**src/rtl/stopwatch_pkg.sv**
```systemverilog
// Shared types and constants for the lap stopwatch.
//   sw_state_t  : controller states
//   SEC_MAX     : highest seconds value
//   SEC_W       : seconds field width
//   min_width() : minute field width for a given highest minute value
package stopwatch_pkg;

  typedef enum logic [1:0] {
    IDLE    = 2'd0,
    RUN     = 2'd1,
    PAUSED  = 2'd2,
    EXPIRED = 2'd3
  } sw_state_t;

  localparam int SEC_MAX = 59;
  localparam int SEC_W   = 6;

  function automatic int min_width(input int min_max);
    return (min_max < 1) ? 1 : $clog2(min_max + 1);
  endfunction

endpackage

```
**src/rtl/lap_fifo.sv**
```systemverilog
// Synchronous FIFO for lap captures.
//   clk, reset : clock, async active-high reset
//   flush      : empties the FIFO this cycle (wins over push/pop)
//   push       : write push_data unless full; when full it still
//                succeeds if a pop happens in the same cycle
//   full       : no free entry
//   pop        : consumer ready; an entry leaves when pop && valid
//   valid      : FIFO non-empty
//   head       : oldest entry, zero while empty
module lap_fifo #(
  parameter int WIDTH = 8,
  parameter int DEPTH = 4
) (
  input  logic             clk,
  input  logic             reset,
  input  logic             flush,
  input  logic             push,
  input  logic [WIDTH-1:0] push_data,
  output logic             full,
  input  logic             pop,
  output logic             valid,
  output logic [WIDTH-1:0] head
);

  localparam int AW = $clog2(DEPTH);
  localparam logic [AW:0] PTR_ONE = (AW + 1)'(1);

  logic [WIDTH-1:0] mem [DEPTH];
  logic [AW:0]      wr_ptr;
  logic [AW:0]      rd_ptr;
  logic             do_push;
  logic             do_pop;

  // Extra pointer bit tells full from empty when the indices match.
  assign valid   = (wr_ptr != rd_ptr);
  assign full    = (wr_ptr[AW] != rd_ptr[AW]) && (wr_ptr[AW-1:0] == rd_ptr[AW-1:0]);
  assign do_pop  = pop && valid;
  assign do_push = push && (!full || do_pop);
  assign head    = valid ? mem[rd_ptr[AW-1:0]] : '0;

  always_ff @(posedge clk or posedge reset) begin
    if (reset) begin
      wr_ptr <= '0;
      rd_ptr <= '0;
    end else if (flush) begin
      wr_ptr <= '0;
      rd_ptr <= '0;
    end else begin
      if (do_push) wr_ptr <= wr_ptr + PTR_ONE;
      if (do_pop)  rd_ptr <= rd_ptr + PTR_ONE;
    end
  end

  // When full with a simultaneous pop, the write lands in the slot being
  // vacated; the head read this cycle still sees the old value.
  always_ff @(posedge clk) begin
    if (do_push && !flush) mem[wr_ptr[AW-1:0]] <= push_data;
  end

endmodule

```
**src/rtl/stopwatch_lap.sv**
```systemverilog
// Stopwatch / countdown timer with internal one-second prescaler and a
// lap-capture FIFO drained over a valid/ready handshake.
//   clk, reset          : system clock, async active-high reset
//   start, stop, clear  : front-panel commands (clear > load > start > stop)
//   mode_down           : count direction, latched on start from IDLE
//   load, load_min/sec  : preset time (IDLE or PAUSED), saturated to range
//   lap                 : capture current {min,sec} (RUN or PAUSED)
//   sec, min            : current time
//   running             : high in RUN
//   done                : one-cycle pulse when a down-count reaches 00:00
//   wrap                : one-cycle pulse on up-count MIN_MAX:59 -> 00:00
//   lap_valid/ready/data: lap FIFO head handshake
//   lap_overflow        : sticky, a lap was dropped on a full FIFO
//
// state   | meaning
// IDLE    | stopped, time may be preset, direction chosen on start
// RUN     | prescaler advancing, time stepping once per tick
// PAUSED  | time and prescaler phase frozen, presets and laps allowed
// EXPIRED | down-count finished at 00:00, waits for clear
module stopwatch_lap
  import stopwatch_pkg::*;
#(
  parameter  int TICK_DIV  = 50_000_000,
  parameter  int MIN_MAX   = 59,
  parameter  int LAP_DEPTH = 4,
  localparam int MIN_W     = min_width(MIN_MAX)
) (
  input  logic               clk,
  input  logic               reset,
  input  logic               start,
  input  logic               stop,
  input  logic               clear,
  input  logic               mode_down,
  input  logic               load,
  input  logic [MIN_W-1:0]   load_min,
  input  logic [SEC_W-1:0]   load_sec,
  input  logic               lap,
  output logic [SEC_W-1:0]   sec,
  output logic [MIN_W-1:0]   min,
  output logic               running,
  output logic               done,
  output logic               wrap,
  output logic               lap_valid,
  input  logic               lap_ready,
  output logic [MIN_W+SEC_W-1:0] lap_data,
  output logic               lap_overflow
);

  localparam int PW = (TICK_DIV > 2) ? $clog2(TICK_DIV) : 1;
  localparam logic [PW-1:0]    PRESC_LAST = PW'(TICK_DIV - 1);
  localparam logic [PW-1:0]    PRESC_ONE  = PW'(1);
  localparam logic [SEC_W-1:0] SEC_TOP    = SEC_W'(SEC_MAX);
  localparam logic [SEC_W-1:0] SEC_ONE    = SEC_W'(1);
  localparam logic [MIN_W-1:0] MIN_TOP    = MIN_W'(MIN_MAX);
  localparam logic [MIN_W-1:0] MIN_ONE    = MIN_W'(1);

  sw_state_t        state, state_nxt;
  logic [SEC_W-1:0] sec_q, sec_nxt;
  logic [MIN_W-1:0] min_q, min_nxt;
  logic [PW-1:0]    presc_q, presc_nxt;
  logic             down_q, down_nxt;
  logic             done_q, done_nxt;
  logic             wrap_q, wrap_nxt;
  logic             ovf_q, ovf_nxt;

  logic             tick;
  logic             time_zero;
  logic             sec_at_max, min_at_max;
  logic [SEC_W-1:0] up_sec, dn_sec;
  logic [MIN_W-1:0] up_min, dn_min;
  logic             up_wrap, dn_zero;
  logic [SEC_W-1:0] load_sec_sat;
  logic [MIN_W-1:0] load_min_sat;

  logic             lap_push;
  logic             lap_full;
  logic             fifo_flush;

  assign tick       = (state == RUN) && (presc_q == PRESC_LAST);
  assign time_zero  = (sec_q == '0) && (min_q == '0);
  assign sec_at_max = (sec_q == SEC_TOP);
  assign min_at_max = (min_q == MIN_TOP);

  assign up_sec  = sec_at_max ? '0 : sec_q + SEC_ONE;
  assign up_min  = !sec_at_max ? min_q : (min_at_max ? '0 : min_q + MIN_ONE);
  assign up_wrap = sec_at_max && min_at_max;

  // Borrowing below 00:00 never happens in RUN (start at 00:00 goes straight
  // to EXPIRED), but the borrow still lands on MIN_MAX to stay in range.
  assign dn_sec  = (sec_q == '0) ? SEC_TOP : sec_q - SEC_ONE;
  assign dn_min  = (sec_q != '0) ? min_q : ((min_q == '0) ? MIN_TOP : min_q - MIN_ONE);
  assign dn_zero = (dn_sec == '0) && (dn_min == '0);

  assign load_sec_sat = (load_sec > SEC_TOP) ? SEC_TOP : load_sec;

  // Only clamp minutes when the field can hold values above MIN_MAX.
  generate
    if (MIN_MAX < (1 << MIN_W) - 1) begin : g_min_clamp
      assign load_min_sat = (load_min > MIN_TOP) ? MIN_TOP : load_min;
    end else begin : g_min_full
      assign load_min_sat = load_min;
    end
  endgenerate

  always_comb begin
    state_nxt  = state;
    sec_nxt    = sec_q;
    min_nxt    = min_q;
    presc_nxt  = presc_q;
    down_nxt   = down_q;
    done_nxt   = 1'b0;
    wrap_nxt   = 1'b0;
    ovf_nxt    = ovf_q;
    fifo_flush = 1'b0;
    lap_push   = 1'b0;

    if (clear) begin
      state_nxt  = IDLE;
      sec_nxt    = '0;
      min_nxt    = '0;
      presc_nxt  = '0;
      ovf_nxt    = 1'b0;
      fifo_flush = 1'b1;
    end else begin
      // Laps capture the time as it stands before any tick this cycle.
      lap_push = lap && ((state == RUN) || (state == PAUSED));
      if (lap_push && lap_full && !lap_ready) ovf_nxt = 1'b1;

      unique case (state)
        IDLE: begin
          if (load) begin
            sec_nxt = load_sec_sat;
            min_nxt = load_min_sat;
          end else if (start) begin
            presc_nxt = '0;
            down_nxt  = mode_down;
            if (mode_down && time_zero) begin
              state_nxt = EXPIRED;
              done_nxt  = 1'b1;
            end else begin
              state_nxt = RUN;
            end
          end
        end
        RUN: begin
          presc_nxt = tick ? '0 : presc_q + PRESC_ONE;
          // A tick coinciding with stop is dropped.
          if (stop && !start) begin
            state_nxt = PAUSED;
          end else if (tick) begin
            if (!down_q) begin
              sec_nxt  = up_sec;
              min_nxt  = up_min;
              wrap_nxt = up_wrap;
            end else begin
              sec_nxt = dn_sec;
              min_nxt = dn_min;
              if (dn_zero) begin
                state_nxt = EXPIRED;
                done_nxt  = 1'b1;
              end
            end
          end
        end
        PAUSED: begin
          if (load) begin
            sec_nxt = load_sec_sat;
            min_nxt = load_min_sat;
          end else if (start) begin
            if (down_q && time_zero) begin
              state_nxt = EXPIRED;
              done_nxt  = 1'b1;
            end else begin
              state_nxt = RUN;
            end
          end
        end
        EXPIRED: begin
        end
        default: begin
          state_nxt = IDLE;
        end
      endcase
    end
  end

  always_ff @(posedge clk or posedge reset) begin
    if (reset) begin
      state   <= IDLE;
      sec_q   <= '0;
      min_q   <= '0;
      presc_q <= '0;
      down_q  <= 1'b0;
      done_q  <= 1'b0;
      wrap_q  <= 1'b0;
      ovf_q   <= 1'b0;
    end else begin
      state   <= state_nxt;
      sec_q   <= sec_nxt;
      min_q   <= min_nxt;
      presc_q <= presc_nxt;
      down_q  <= down_nxt;
      done_q  <= done_nxt;
      wrap_q  <= wrap_nxt;
      ovf_q   <= ovf_nxt;
    end
  end

  lap_fifo #(
    .WIDTH (MIN_W + SEC_W),
    .DEPTH (LAP_DEPTH)
  ) u_lap_fifo (
    .clk       (clk),
    .reset     (reset),
    .flush     (fifo_flush),
    .push      (lap_push),
    .push_data ({min_q, sec_q}),
    .full      (lap_full),
    .pop       (lap_ready),
    .valid     (lap_valid),
    .head      (lap_data)
  );

  assign sec          = sec_q;
  assign min          = min_q;
  assign running      = (state == RUN);
  assign done         = done_q;
  assign wrap         = wrap_q;
  assign lap_overflow = ovf_q;

endmodule

```
**config.mk**
```make
export PLATFORM = sky130hd
export DESIGN_NAME = stopwatch_lap
export DESIGN_NICKNAME = d
export VERILOG_FILES = /design/src/rtl/stopwatch_pkg.sv /design/src/rtl/lap_fifo.sv /design/src/rtl/stopwatch_lap.sv
export SDC_FILE = /design/constraint.sdc
export NUM_CORES = 1
export LEC_CHECK = 0
export ABC_AREA = 1
export CORE_MARGIN = 2
export CORE_UTILIZATION = 60
export CTS_BUF_LIST = sky130_fd_sc_hd__clkbuf_4 sky130_fd_sc_hd__clkbuf_8
export CTS_CLUSTER_DIAMETER = 50
export DETAILED_ROUTE_END_ITERATION = 8
export DONT_BUFFER_PORTS = 1
export PLACE_DENSITY = 0.83
export SYNTH_ARGS = -nofsm -noshare
export SYNTH_HDL_FRONTEND = slang
export SYNTH_HIERARCHICAL = 1
export SYNTH_SLANG_ARGS = --single-unit
```
**constraint.sdc**
```tcl
create_clock -name clk -period 2.16 [get_ports clk]
set_input_delay 0.216 -clock clk [delete_from_list [all_inputs] [get_ports clk]]
set_output_delay 0.216 -clock clk [all_outputs]
set_load 0.1 [all_outputs]
```
Yosys cells after proc, flatten, opt, wreduce, memory -nomap -nowiden:

Memory sizes are Yosys's and may differ from the RTL's.
Cells that the tools add are included.

* register bits: 50
* bits in writable memories: 48
* logic and storage cells: 144
* memories kept: 1

* add/subtract/negate cells: 7
* $lt $le $gt $ge: 2
* eq/ne operators: 19
* muxes and demuxes: 65
* bitwise logic cells: 2
* reduce and logical (&&, ||, !) cells: 38

Memories
* u_lap_fifo.mem: depth 4, width 12, rd ports 1, clocked after Yosys merged registers in 0, wr ports 1, line lap_fifo.sv:28 `logic [WIDTH-1:0] mem [DEPTH];`

Operators by type and width (number)
* 2-to-1 mux 6 bit: 18
* 2-to-1 mux 26 bit: 4
* one-hot mux 26 bit (2 select lines): 1
* adder 26 x 1 -> 26 bit, second input constant: 1
* equality test 26 bit, second input constant: 1
* logical NOT 6 bit: 4
* one-hot mux 6 bit (2 select lines): 2
* 2-to-1 mux 1 bit: 22
* 2-to-1 mux 2 bit: 11
* inequality test 4 x 2 -> 1 bit, second input constant: 4
* inequality test 3 bit, second input constant: 5
* logical AND 1 bit: 14
* adder 6 x 1 -> 6 bit, second input constant: 2
* equality test 6 bit, second input constant: 2
* greater-than comparator 6 bit, second input constant: 2
* 2-to-1 mux 12 bit: 1
* 2-to-1 mux 3 bit: 4
* subtractor 6 x 1 -> 6 bit, second input constant: 2
* AND reduction 4 bit: 2
* AND reduction 8 bit: 1
* adder 3 x 1 -> 3 bit, second input constant: 2
* one-hot mux 2 bit (3 select lines): 1
* nonzero test 2 bit: 3
* nonzero test 3 bit: 2
* other kinds (17): 22

Logic depth before layout (Yosys ltp):

Gate-level depths: netlist of run 1.

* depth after elaboration: 11
* mapped depth: 13
* depth with buffers taken out: 13

Hierarchy:

Netlist of run 1, hierarchy kept.

By module, submodules not included
* stopwatch_lap: instances 1, cells each 465, area each 3342.0 um2, sequential area each 1101.1 um2
* lap_fifo: instances 1, cells each 191, area each 2414.8 um2, sequential area each 1591.5 um2

Least setup slack after synthesis of run 1:

No wires, ideal clock.

* path kind: reg2reg
* start point: register sec_q[0], in the netlist sec[0]
* end point: register state[1]
* arrival time: 2.502 ns
* setup slack: -0.459 ns
* cell stages (with the launch flop): 14
* path buffers: 1
* period minus slack after synthesis: 2.619 ns
* cells stage by stage: dfrtp_1 > inv_1 > ha_1 > nand3_4 > buf_6 > nand2_2 > nor2_4 > nand3_2 > nor2_2 > nand3_1 > nand2_2 > nand2_2 > nand2_1 > nand2_1

* longest elaborated chain between the ends: 8

Ends and longest elaborated chain
* start: declaration: line stopwatch_lap.sv:58 `logic [SEC_W-1:0] sec_q, sec_nxt;`
* start signal: assignment: line stopwatch_lap.sv:199 `sec_q <= sec_nxt;`
* parallel branches: the longest is 8 deep, another holds subtractor 6 x 1 -> 6 bit
* end signal: assignment: line stopwatch_lap.sv:198 `state <= state_nxt;`
* end: declaration: line stopwatch_lap.sv:57 `sw_state_t state, state_nxt;`

Parallel ways; which one is timed is not known. The select of a mux whose other input is x is not followed.
A chain may end at the register's enable or synchronous reset.

Final worst setup path of run 1:

* start point: register state[0]
* end point: memory u_lap_fifo/mem[3][9] in the netlist's numbering, enable pin

* longest elaborated chain between the ends: 8

Ends and longest elaborated chain
* equality test 2 x 1 -> 1 bit / equality test 2 bit (equally long branches): line stopwatch_lap.sv:126 `lap_push = lap && ((state == RUN) || (state == PAUSED));`
* logical OR 1 bit (*): line stopwatch_lap.sv:126
* logical AND 1 bit (*): line stopwatch_lap.sv:126
* 2-to-1 mux 1 bit (*): line stopwatch_lap.sv:117 `if (clear) begin`
* named net lap_push: line stopwatch_lap.sv:75 `logic lap_push;`
* logical AND 1 bit (*): line lap_fifo.sv:38 `assign do_push = push && (!full || do_pop);`
* logical AND 1 bit (*): line lap_fifo.sv:57 `if (do_push && !flush) mem[wr_ptr[AW-1:0]] <= push_data;`
* 2-to-1 mux 1 bit (*): line lap_fifo.sv:57
* 2-to-1 mux 1 bit (implied by the code) (*): line lap_fifo.sv:57
* end: declaration: line lap_fifo.sv:28

Mark *: on every way through the listed nets, which the timed path passes. The rest lies on a longest branch.

==> results of run 1 <==
==> worst reg2reg max path: cells and delay by family (launching register included) <==
family	cells	cell delay (ns)
buffers and inverters	2	0.31
adders and majority gates	1	0.36
DFF	1	0.43
and+or+nand+nor	4	0.64
==> metrics by stage <==
step                       util  cells  hold slack, ns  instance area [um^2]  setup TNS (ns)
after floorplan               -    656         0.00696                  5780           -1.26
after global placement    0.680    813          0.0315                  6310               0
after detailed placement  0.680    813          0.0297                  6310               0
after CTS                 0.706    833       0.0000266                  6560               0
after global routing      0.717    840         0.00109                  6650         -0.0118
final                     0.717    840         0.00983                  6650               0
==> per-layer routing <==
| layer | global-route usage | wire length (um) | up-vias |
|---|---|---|---|
| met1 | 0.358 | 5670 | 2363 |
| met2 | 0.501 | 7310 | 294 |
| li1 | - | - | 2310 |
| met5 | 0 | 0 | - |
| met4 | 0.101 | 386 | 0 |
| met3 | 0.0575 | 1250 | 56 |
==> cells by family (layout without fill, tap and decap cells) <==
family / count (synthesis) / in the layout / share of synthesized area
AOI/OAI and AO/OA: 89 / 89 / 0.0926
xor gates and xnor gates: 16 / 16 / 0.0276
adders and majority gates: 17 / 17 / 0.0369
buffers and inverters: 101 / 156 / 0.0763
DFF: 98 / 98 / 0.468
muxes: 12 / 12 / 0.0209
and+or+nand+nor: 323 / 323 / 0.278
==> registers in the layout, summed over array words and instances (netlist names) <==
name,flops
state,2
done,1
u_lap_fifo/wr_ptr,3
u_lap_fifo/rd_ptr,3
u_lap_fifo/mem,48
presc_q,26
wrap,1
down_q,1
min,6
sec,6
lap_overflow,1
==> layout make-up <==
type	instances	area [um^2]	area share
Tap cell	129	161	0.0243
Multi-Input combinational cell	457	2660	0.399
Clock buffer	10	131	0.0197
Timing Repair Buffer	58	607	0.0912
Sequential cell	98	2710	0.408
Clock inverter	6	72.6	0.0109
Inverter	82	313	0.0470
==> what timing repair did <==
item                                    4_1_cts  5_1_grt
gates resized for setup                       0       13
hold endpoints to repair                     22        0
endpoints found under the setup margin        0       39
hold buffers                                  4        0
setup buffers                                 0        7
==> how the worst max path moves through the flow <==
stage	endpoint	slack [ns]	cells after the start	start
CTS	lap_data[8]	0.02	7	u_lap_fifo/rd_ptr[0]
finish	u_lap_fifo/mem[3][9]	0.11	7	state[0]
global placement	u_lap_fifo/mem[3][4]	0.22	7	state[0]
global route	sec[0]	-0.01	11	presc_q[0]
detailed placement	state[1]	0.11	10	sec[0]
floorplan	presc_q[22]	-0.05	8	state[1]
==> synth_stat cells, types with 6 or more instances <==
cell	count
edfxtp_1	48
nand4_1	23
nor2_4	7
xor2_1	12
o21ai_1	12
o22ai_1	16
nor3_1	10
nor2_1	78
o21ai_0	24
clkbuf_1	6
nand2_1	120
mux2i_1	12
nand3_1	44
a21oi_1	17
nand2_2	9
inv_2	6
dfrtp_1	50
ha_1	17
inv_1	75
==> power groups by stage <==
stage	clock network, mW	registers [mW]	logic [mW]
after global routing	1.33	2.50	5.38
final	1.25	2.49	5.07
after CTS	1.26	2.47	4.79
after global placement	0	2.50	4.64
after floorplan	0	3.23	2.86
after detailed placement	0	2.51	4.76
==> flow_summary.toml, run 1 <==
[run_status]
status = "finished, final reports clean"

[global_routing]
grt_pass1_vias = 4861
grt_overflow = 0
grt_max_degree = 27
grt_usage = 0.287
antenna_found_initial = 0
grt_pass1_wl_um = 23100

[drt]
first_pass_iters = 6
viasPerCell = 5.98
wirelength_um = 14600
drc_errors = 0
wl_per_cell_um = 17.4
num_vias = 5023
antenna_left = 0
drtIter0Drc = 445

[clock_network]
cts_inserted_buffers = 9
cts.clk_slew.worst_paths_ns = 0.11
cts_tree = "built"
htreeDepth = 3
clock_sinks = 98
clockBufferDepth = 2
cts_root_buf = "clkbuf_8"
clkLatencyLatePin_ns = 0.38

[critical_path]
r2r_end = "u_lap_fifo/mem[3][9]"
slowest_stage = "dfrtp_1"
crit_arrival_ns = 2.13
crit_fanout = 12
r2r_slack_ns = 0.11
reg2regPathDepth = 7
critPathLaunchType = "flop"
crit_type = "flop to flop"
slowest_delay_ns = 0.43
crit_top_cell = "nor2_2"
critical_path.top_delay_family = "simple AND/OR/NAND/NOR gates"
path_cells = "inv_1 -> ha_1 -> nand2_1 -> nor2_2 -> nand3_2 -> nor2_2 -> buf_6"
critPathCaptureType = "flop"
path_buf_inv = 2
reg2reg_from = "state[0]"
required_ns = 2.24

[timing]
period_share = 0.949
tightest_slew_ns = 0.931
setup_viol_count_final = 0
setup_ws_ns = 0.111
slew_headroom = 0.379
finalClockSkew_ns = 0.0169
hold_viol_final = 0
slew_viol_final = 0
min_period_ns = 2.05
max_freq_mhz = 488

[finish]
area_delta_synth_final_pct = 15.6
diodes = 0
finalNetCount = 744
layout_common_cells = "nand2_1 (120), nor2_1 (73), inv_1 (73)"
final_common_cell = "nand2_1"
layout-drive-gt1-share = 0.197
fillCellCount = 669

[synth]
synth_cell_type_count = 53
synth_ff_type = "dfrtp_1"
syn_nets = 694
avgSynthCellArea_um2 = 8.78
synth_top_area_cell = "edfxtp_1"
synth_enable_flop_cells = 48
ys_ff_latch = 98
synth_top_area_frac = 0.250
synthCells = 656
yosysWarnings = 6
async_flop_share = 0.510
synthTopCellsByArea = "edfxtp_1 (25%), dfrtp_1 (22%), nand2_1 (7.8%), nor2_1 (5.1%), inv_1 (4.9%)"
netlist_area_um2 = 5760
ys_seq_area_frac = 0.468

[hold_path]
min_to = "u_lap_fifo/rd_ptr[2]"
hp-class = "primary input to flop"
min-delay-start = "lap_ready"
hold_path_depth = 2

[pwr]
leakagePower_nw = 2.79
ir_drop_mv = 1.33
p_int_mw = 4.28
p_per_area_nw_per_um2 = 1320
sequentialPowerShare = 0.282
p_total_mw = 8.81
swShare = 0.514
pwr-share-comb = 0.575
clockPowerShare = 0.142
power.net_switching_mw = 4.53

[placed_design]
io_buffers = 0
hpwl_um = 10100
routabilityCongestion = 0.949
pre_cts_slack_ns = 0.112

[die]
row_count = 35
die_w_um = 102
die_h_um = 102
pin_count = 50
core_area_um2 = 9280
start_util = 0.620
dieArea_um2 = 10400

[flow_run]
drv_cap = 0
Power figures use the tool's default switching activity.
==> inputs of run 2 (changes only) <==
--- a/config.mk
+++ b/config.mk
@@ -12,8 +12,7 @@
 export CTS_CLUSTER_DIAMETER = 50
 export DETAILED_ROUTE_END_ITERATION = 8
 export DONT_BUFFER_PORTS = 1
-export PLACE_DENSITY = 0.83
+export PLACE_DENSITY = 0.88
 export SYNTH_ARGS = -nofsm -noshare
 export SYNTH_HDL_FRONTEND = slang
-export SYNTH_HIERARCHICAL = 1
 export SYNTH_SLANG_ARGS = --single-unit
==> run 2 against run 1 <==
  * Clock-buffer cell count unchanged
  * Fmax down 1.3%
  * Wire length up 8.6%
  * Utilization up 1.7 points
  * Die area up 1.8%
  * Hold slack better by 0.017 ns
  * Non-clock buffer count up 19
  * Synthesized cell count up 13%
  * Critical endpoint is now min[1]
  * Largest cell class is now multi-input gates
==> flow_summary.toml, run 2 <==
[synth]
synth_top_area_frac = 0.246
synth_top_area_cell = "edfxtp_1"
synth-simple-area-share = 0.292
ys_ff_latch = 98
synth_adder_area_share = 0.0363
synth_top_family_by_area = "simple AND/OR/NAND/NOR gates"
synth_commonest_cells = "nand2_1 (145), nor2_1 (113), inv_1 (84)"
netlist_area_um2 = 5870
syn_nets = 779
synth_cell_type_count = 40
synthCells = 741
synth_xor_area_frac = 0.0254
yosysWarnings = 0
avgSynthCellArea_um2 = 7.92
ys_seq_area_frac = 0.459
synthMuxAreaShare = 0
synth-compound-area-share = 0.111
synth_enable_flop_cells = 48
synthTopCellsByArea = "edfxtp_1 (25%), dfrtp_1 (21%), nand2_1 (9.3%), nor2_1 (7.2%), inv_1 (5.4%)"
async_flop_share = 0.510
synthMostInstantiatedCell = "nand2_1"
synth_ff_type = "dfrtp_1"

[finish]
final_cells = 944
finalNetCount = 844
final_area_um2 = 7070
layout-drive-gt1-share = 0.205
finalCoreUtilization = 0.734
diodes = 0
final_common_cell = "nand2_1"
area_delta_synth_final_pct = 20.6
layout_common_cells = "nand2_1 (139), nor2_1 (103), inv_1 (71)"
largest_reg_flops = 48
fillCellCount = 704

[placed_design]
dp_cells = 908
place_area_um2 = 6590
routabilityCongestion = 1.01
hpwl_um = 11300
io_buffers = 0

[critical_path]
crit_fanout = 6
crit_arrival_ns = 2.37
crit_type = "flop to flop"
critPathLaunchType = "flop"
required_ns = 2.45
critPathCaptureType = "flop"

[die]
dieArea_um2 = 10600
row_count = 36
pin_count = 50
die_h_um = 103
core_area_um2 = 9640
die_w_um = 103
start_util = 0.609

[timing]
finalClockSkew_ns = 0.00984
period_share = 0.961
setup_viol_count_final = 0
min_period_ns = 2.08
tightest_slew_ns = 0.390
max_freq_mhz = 482
hold_ws_ns = 0.0268
slew_headroom = 0.740
hold_viol_final = 0
slew_viol_final = 0

[pwr]
leakagePower_nw = 2.93
p_int_mw = 4.98
p_total_mw = 10.7
swShare = 0.535
ir_drop_mv = 1.74
power.net_switching_mw = 5.73
sequentialPowerShare = 0.249
clockPowerShare = 0.114
pwr-share-comb = 0.637
p_per_area_nw_per_um2 = 1510

[clock_network]
clock_sinks = 98
cts_tree = "built"
cts.clk_slew.worst_paths_ns = 0.10
clkLatencyLatePin_ns = 0.38
clockBufferDepth = 2
cts_root_buf = "clkbuf_8"
htreeDepth = 3
cts_inserted_buffers = 9

[drt]
wirelength_um = 15900
drc_errors = 0
wl_per_cell_um = 16.8
viasPerCell = 5.88
met2_length_um = 7710
wl_met1_um = 6310
drtIter0Drc = 530
first_pass_iters = 7
top_layer = "met4"
wl_met3_um = 1430
antenna_left = 0
num_vias = 5551

[global_routing]
antenna_found_initial = 0
grt_usage = 0.306
grt_pass1_wl_um = 24800
grt_overflow = 0
grt_max_degree = 27
grt_pass1_vias = 5153

[flow_run]
drv_cap = 0

[hold_path]
hp-class = "primary input to flop"

[run_status]
status = "finished, final reports clean"
## run 2: kinds of logic after synthesis
| group | after synthesis |
|---|---|
| flops | 98 |
| compound gates | 118 |
| xor+xnor | 17 |
| buf+inv | 114 |
| simple gates | 377 |
| fa+ha+maj | 17 |
## run 2: path summary, 6_finish.rpt
check                           slack (ns)            startpoint  cells past startpoint              endpoint
worst max-delay path                  0.08                sec[0]                     13                min[1]
max in group asynchronous             1.30                 reset                      3                sec[2]
worst min register to register        0.51  u_lap_fifo.rd_ptr[2]                      1  u_lap_fifo.rd_ptr[2]
min in group asynchronous             0.25                 reset                      2           presc_q[19]
worst min-delay path                  0.03                 clear                      3                sec[3]
worst max register to register        0.08                sec[0]                     13                min[1]
## run 2: worst max-delay path, stage by stage, from the launching register on
cell	delay [ns]
dfrtp_2	0.44
clkinv_4	0.08
ha_4	0.13
inv_1	0.05
nor2_4	0.13
nand3_4	0.15
buf_4	0.17
nand2_1	0.06
nand2_1	0.08
o21ai_0	0.21
o21ai_0	0.15
nor2_1	0.14
nand2_1	0.09
o21ai_0	0.10
## run 2: power groups by stage
stage,sequential (mW),clock (mW),combinational [mW]
2_1_floorplan,3.26,0,3.86
3_3_place_gp,2.65,0,6.18
3_5_place_dp,2.67,0,6.29
4_1_cts,2.63,1.23,6.34
5_1_grt,2.69,1.31,7.27
6_report,2.66,1.23,6.82
## run 2: per-stage QoR
step	setup TNS, ns	setup WS, ns
floorplan	0	0.0181
global placement	0	0.0597
detailed placement	0	0.0502
CTS	0	0.0257
global route	-0.117	-0.0553
finish	0	0.0832
## run 2: routing by layer
metal	up-vias	track usage
li1	2597	-
met1	2581	0.399
met2	327	0.515
met3	46	0.0495
met4	0	0.119
met5	-	0
## run 2: final cells by class
| type | count | area (um^2) | area share |
|---|---|---|---|
| clock buffer | 10 | 131 | 0.0186 |
| tap | 133 | 166 | 0.0235 |
| timing repair buffer | 77 | 774 | 0.109 |
| multi-input combinational | 530 | 2840 | 0.401 |
| sequential | 98 | 2710 | 0.383 |
| inverter | 90 | 390 | 0.0552 |
| clock inverter | 6 | 66.3 | 0.00938 |
## run 2: repair_timing
| item | in CTS | in global routing |
|---|---|---|
| gates cloned | 0 | 1 |
| setup endpoints to repair | 4 | 24 |
| endpoints found under the hold margin | 19 | 0 |
| buffers inserted | 3 | 12 |
| hold buffers | 4 | 0 |
| gates resized for setup | 1 | 32 |
| pin swaps | 0 | 7 |
==> inputs of run 3 (changes only) <==
--- a/config.mk
+++ b/config.mk
@@ -6,7 +6,7 @@
 export NUM_CORES = 1
 export LEC_CHECK = 0
 export ABC_AREA = 1
-export CORE_MARGIN = 2
+export CORE_MARGIN = 1.5
 export CORE_UTILIZATION = 60
 export CTS_BUF_LIST = sky130_fd_sc_hd__clkbuf_4 sky130_fd_sc_hd__clkbuf_8
 export CTS_CLUSTER_DIAMETER = 50
==> run 3 against run 2 <==
  * Utilization rose by 0.77 points
  * Largest power group unchanged
  * Total power fell by 2.3%
  * Highest routed layer unchanged
  * Cell area decreased by 1.8%
  * Clock skew is 0.0074 ns higher
==> flow_summary.toml, run 3 (same netlist as run 2, synthesis figures left out) <==
[drt]
wirelength_um = 15300
first_pass_iters = 5
viasPerCell = 5.82
antenna_left = 0
wl_per_cell_um = 16.5
drc_errors = 0
drtIter0Drc = 482
num_vias = 5404

[timing]
setup_ws_ns = 0.0580
period_share = 0.973
slew_viol_final = 0
max_freq_mhz = 476
tightest_slew_ns = 0.668
setup_viol_count_final = 0
finalClockSkew_ns = 0.0172
rsz0062_at_grt = "true"
min_period_ns = 2.10
hold_ws_ns = 0.00591
slew_headroom = 0.554
hold_viol_final = 0

[critical_path]
startpoint = "state[0]"
reg2reg_from = "state[0]"
crit_type = "flop to flop"
critical_path.top_delay_family = "simple AND/OR/NAND/NOR gates"
path_buf_inv = 2
r2r_slack_ns = 0.06
slowest_delay_ns = 0.44
crit_arrival_ns = 2.18
r2r_end = "u_lap_fifo.mem[1][11]"
slowest_stage = "dfrtp_1"
reg2regPathDepth = 5
critPathCaptureType = "flop"
crit_fanout = 10
path_cells = "inv_1 -> ha_1 -> nand4_1 -> nor2_1 -> buf_4"
required_ns = 2.24
critPathLaunchType = "flop"

[placed_design]
place_area_um2 = 6570
pre_cts_slack_ns = 0.104
hpwl_um = 11000
io_buffers = 0
routabilityCongestion = 1.00

[die]
dieArea_um2 = 10400
die_h_um = 102
pin_count = 50
row_count = 35
die_w_um = 102
core_area_um2 = 9370
start_util = 0.626

[pwr]
p_total_mw = 10.5
sequentialPowerShare = 0.255
p_per_area_nw_per_um2 = 1510
pwr-share-comb = 0.632
clockPowerShare = 0.113
power.net_switching_mw = 5.71
p_int_mw = 4.76
leakagePower_nw = 2.88
ir_drop_mv = 1.32
swShare = 0.545

[clock_network]
cts_inserted_buffers = 9
cts_tree = "built"
clock_sinks = 98
clockBufferDepth = 2
htreeDepth = 3
cts.clk_slew.worst_paths_ns = 0.11
clkLatencyLatePin_ns = 0.37
cts_root_buf = "clkbuf_8"

[hold_path]
min_to = "sec[3]"
min-delay-start = "load_sec[3]"
hp-class = "primary input to flop"
hold_path_depth = 2

[global_routing]
antenna_found_initial = 0
grt_overflow = 0
grt_max_degree = 30
grt_pass1_vias = 5232
grt_usage = 0.310
grt_pass1_wl_um = 25000

[finish]
layout_common_cells = "nand2_1 (143), nor2_1 (107), inv_1 (70)"
area_delta_synth_final_pct = 18.5
finalNetCount = 833
fillCellCount = 712
final_area_um2 = 6950
largest_reg_flops = 48
layout-drive-gt1-share = 0.191
final-seq-area_um2 = 2710
final_common_cell = "nand2_1"
multiInputGateArea_um2 = 2830
diodes = 0

[run_status]
status = "finished, final reports clean"

[flow_run]
drv_cap = 0
-- run 3: changes by cell type in the layout (fill, tap and decap cells not counted), moves of 2 or more --
cell,change
buf_4,-11
clkinv_4,+2
inv_2,+2
inv_8,+3
nand2_1,+4
nand2_2,-4
nor2_1,+4
nor2_2,-2
nor2_4,-2
-- run 3: cell type report --
class / instances / share of cell area
Clock inverter: 7 / 0.00972
Timing Repair Buffer: 64 / 0.0965
Clock buffer: 9 / 0.0178
Sequential cell: 98 / 0.390
Inverter: 90 / 0.0558
Timing Repair inverter: 1 / 0.000720
Tap cell: 129 / 0.0232
Multi-Input combinational cell: 531 / 0.407
-- run 3: power by group through the flow --
stage	registers, mW	clock network, mW	logic (mW)
final	2.67	1.18	6.62
after global routing	2.69	1.26	7.07
after CTS	2.66	1.18	6.30
after detailed placement	2.69	0	6.26
after global placement	2.67	0	6.16
after floorplan	3.26	0	3.86
-- run 3: layer usage --
metal | up-vias | GRT usage | part of all wire
li1 | 2576 | - | -
met1 | 2514 | 0.443 | 0.42
met2 | 281 | 0.492 | 0.47
met3 | 33 | 0.0506 | 0.091
met4 | 0 | 0.0938 | 0.021
met5 | - | 0 | 0
-- run 3: how the worst max path moves through the flow --
stage	end	slack (ns)	depth (start not counted)
floorplan	u_lap_fifo.mem[3][0]	0.02	4
CTS	lap_data[5]	0.03	7
finish	u_lap_fifo.mem[1][11]	0.06	5
global placement	done	0.15	12
detailed placement	u_lap_fifo.mem[2][4]	0.10	5
global route	u_lap_fifo.mem[0][7]	-0.08	5
-- run 3: worst reg2reg max path: cells and delay by family (launching register included) --
| kind | cells | cell delay (ns) |
|---|---|---|
| flops | 1 | 0.44 |
| simple gates | 2 | 0.66 |
| fa+ha+maj | 1 | 0.36 |
| buf+inv | 2 | 0.36 |
-- run 3: what timing repair did --
item	in CTS	in global routing
cloned	0	3
pin swaps	0	5
hold endpoints to repair	29	0
endpoints found under the setup margin	2	50
hold buffers	3	0
buffers inserted	0	4
gates resized for setup	3	22
-- run 3: metrics by stage --
step | utilization | cells | TNS (ns)
after floorplan | - | 741 | 0
after global placement | 0.701 | 903 | 0
after detailed placement | 0.701 | 903 | 0
after CTS | 0.725 | 922 | 0
after global routing | 0.742 | 929 | -1.14
final | 0.742 | 929 | 0
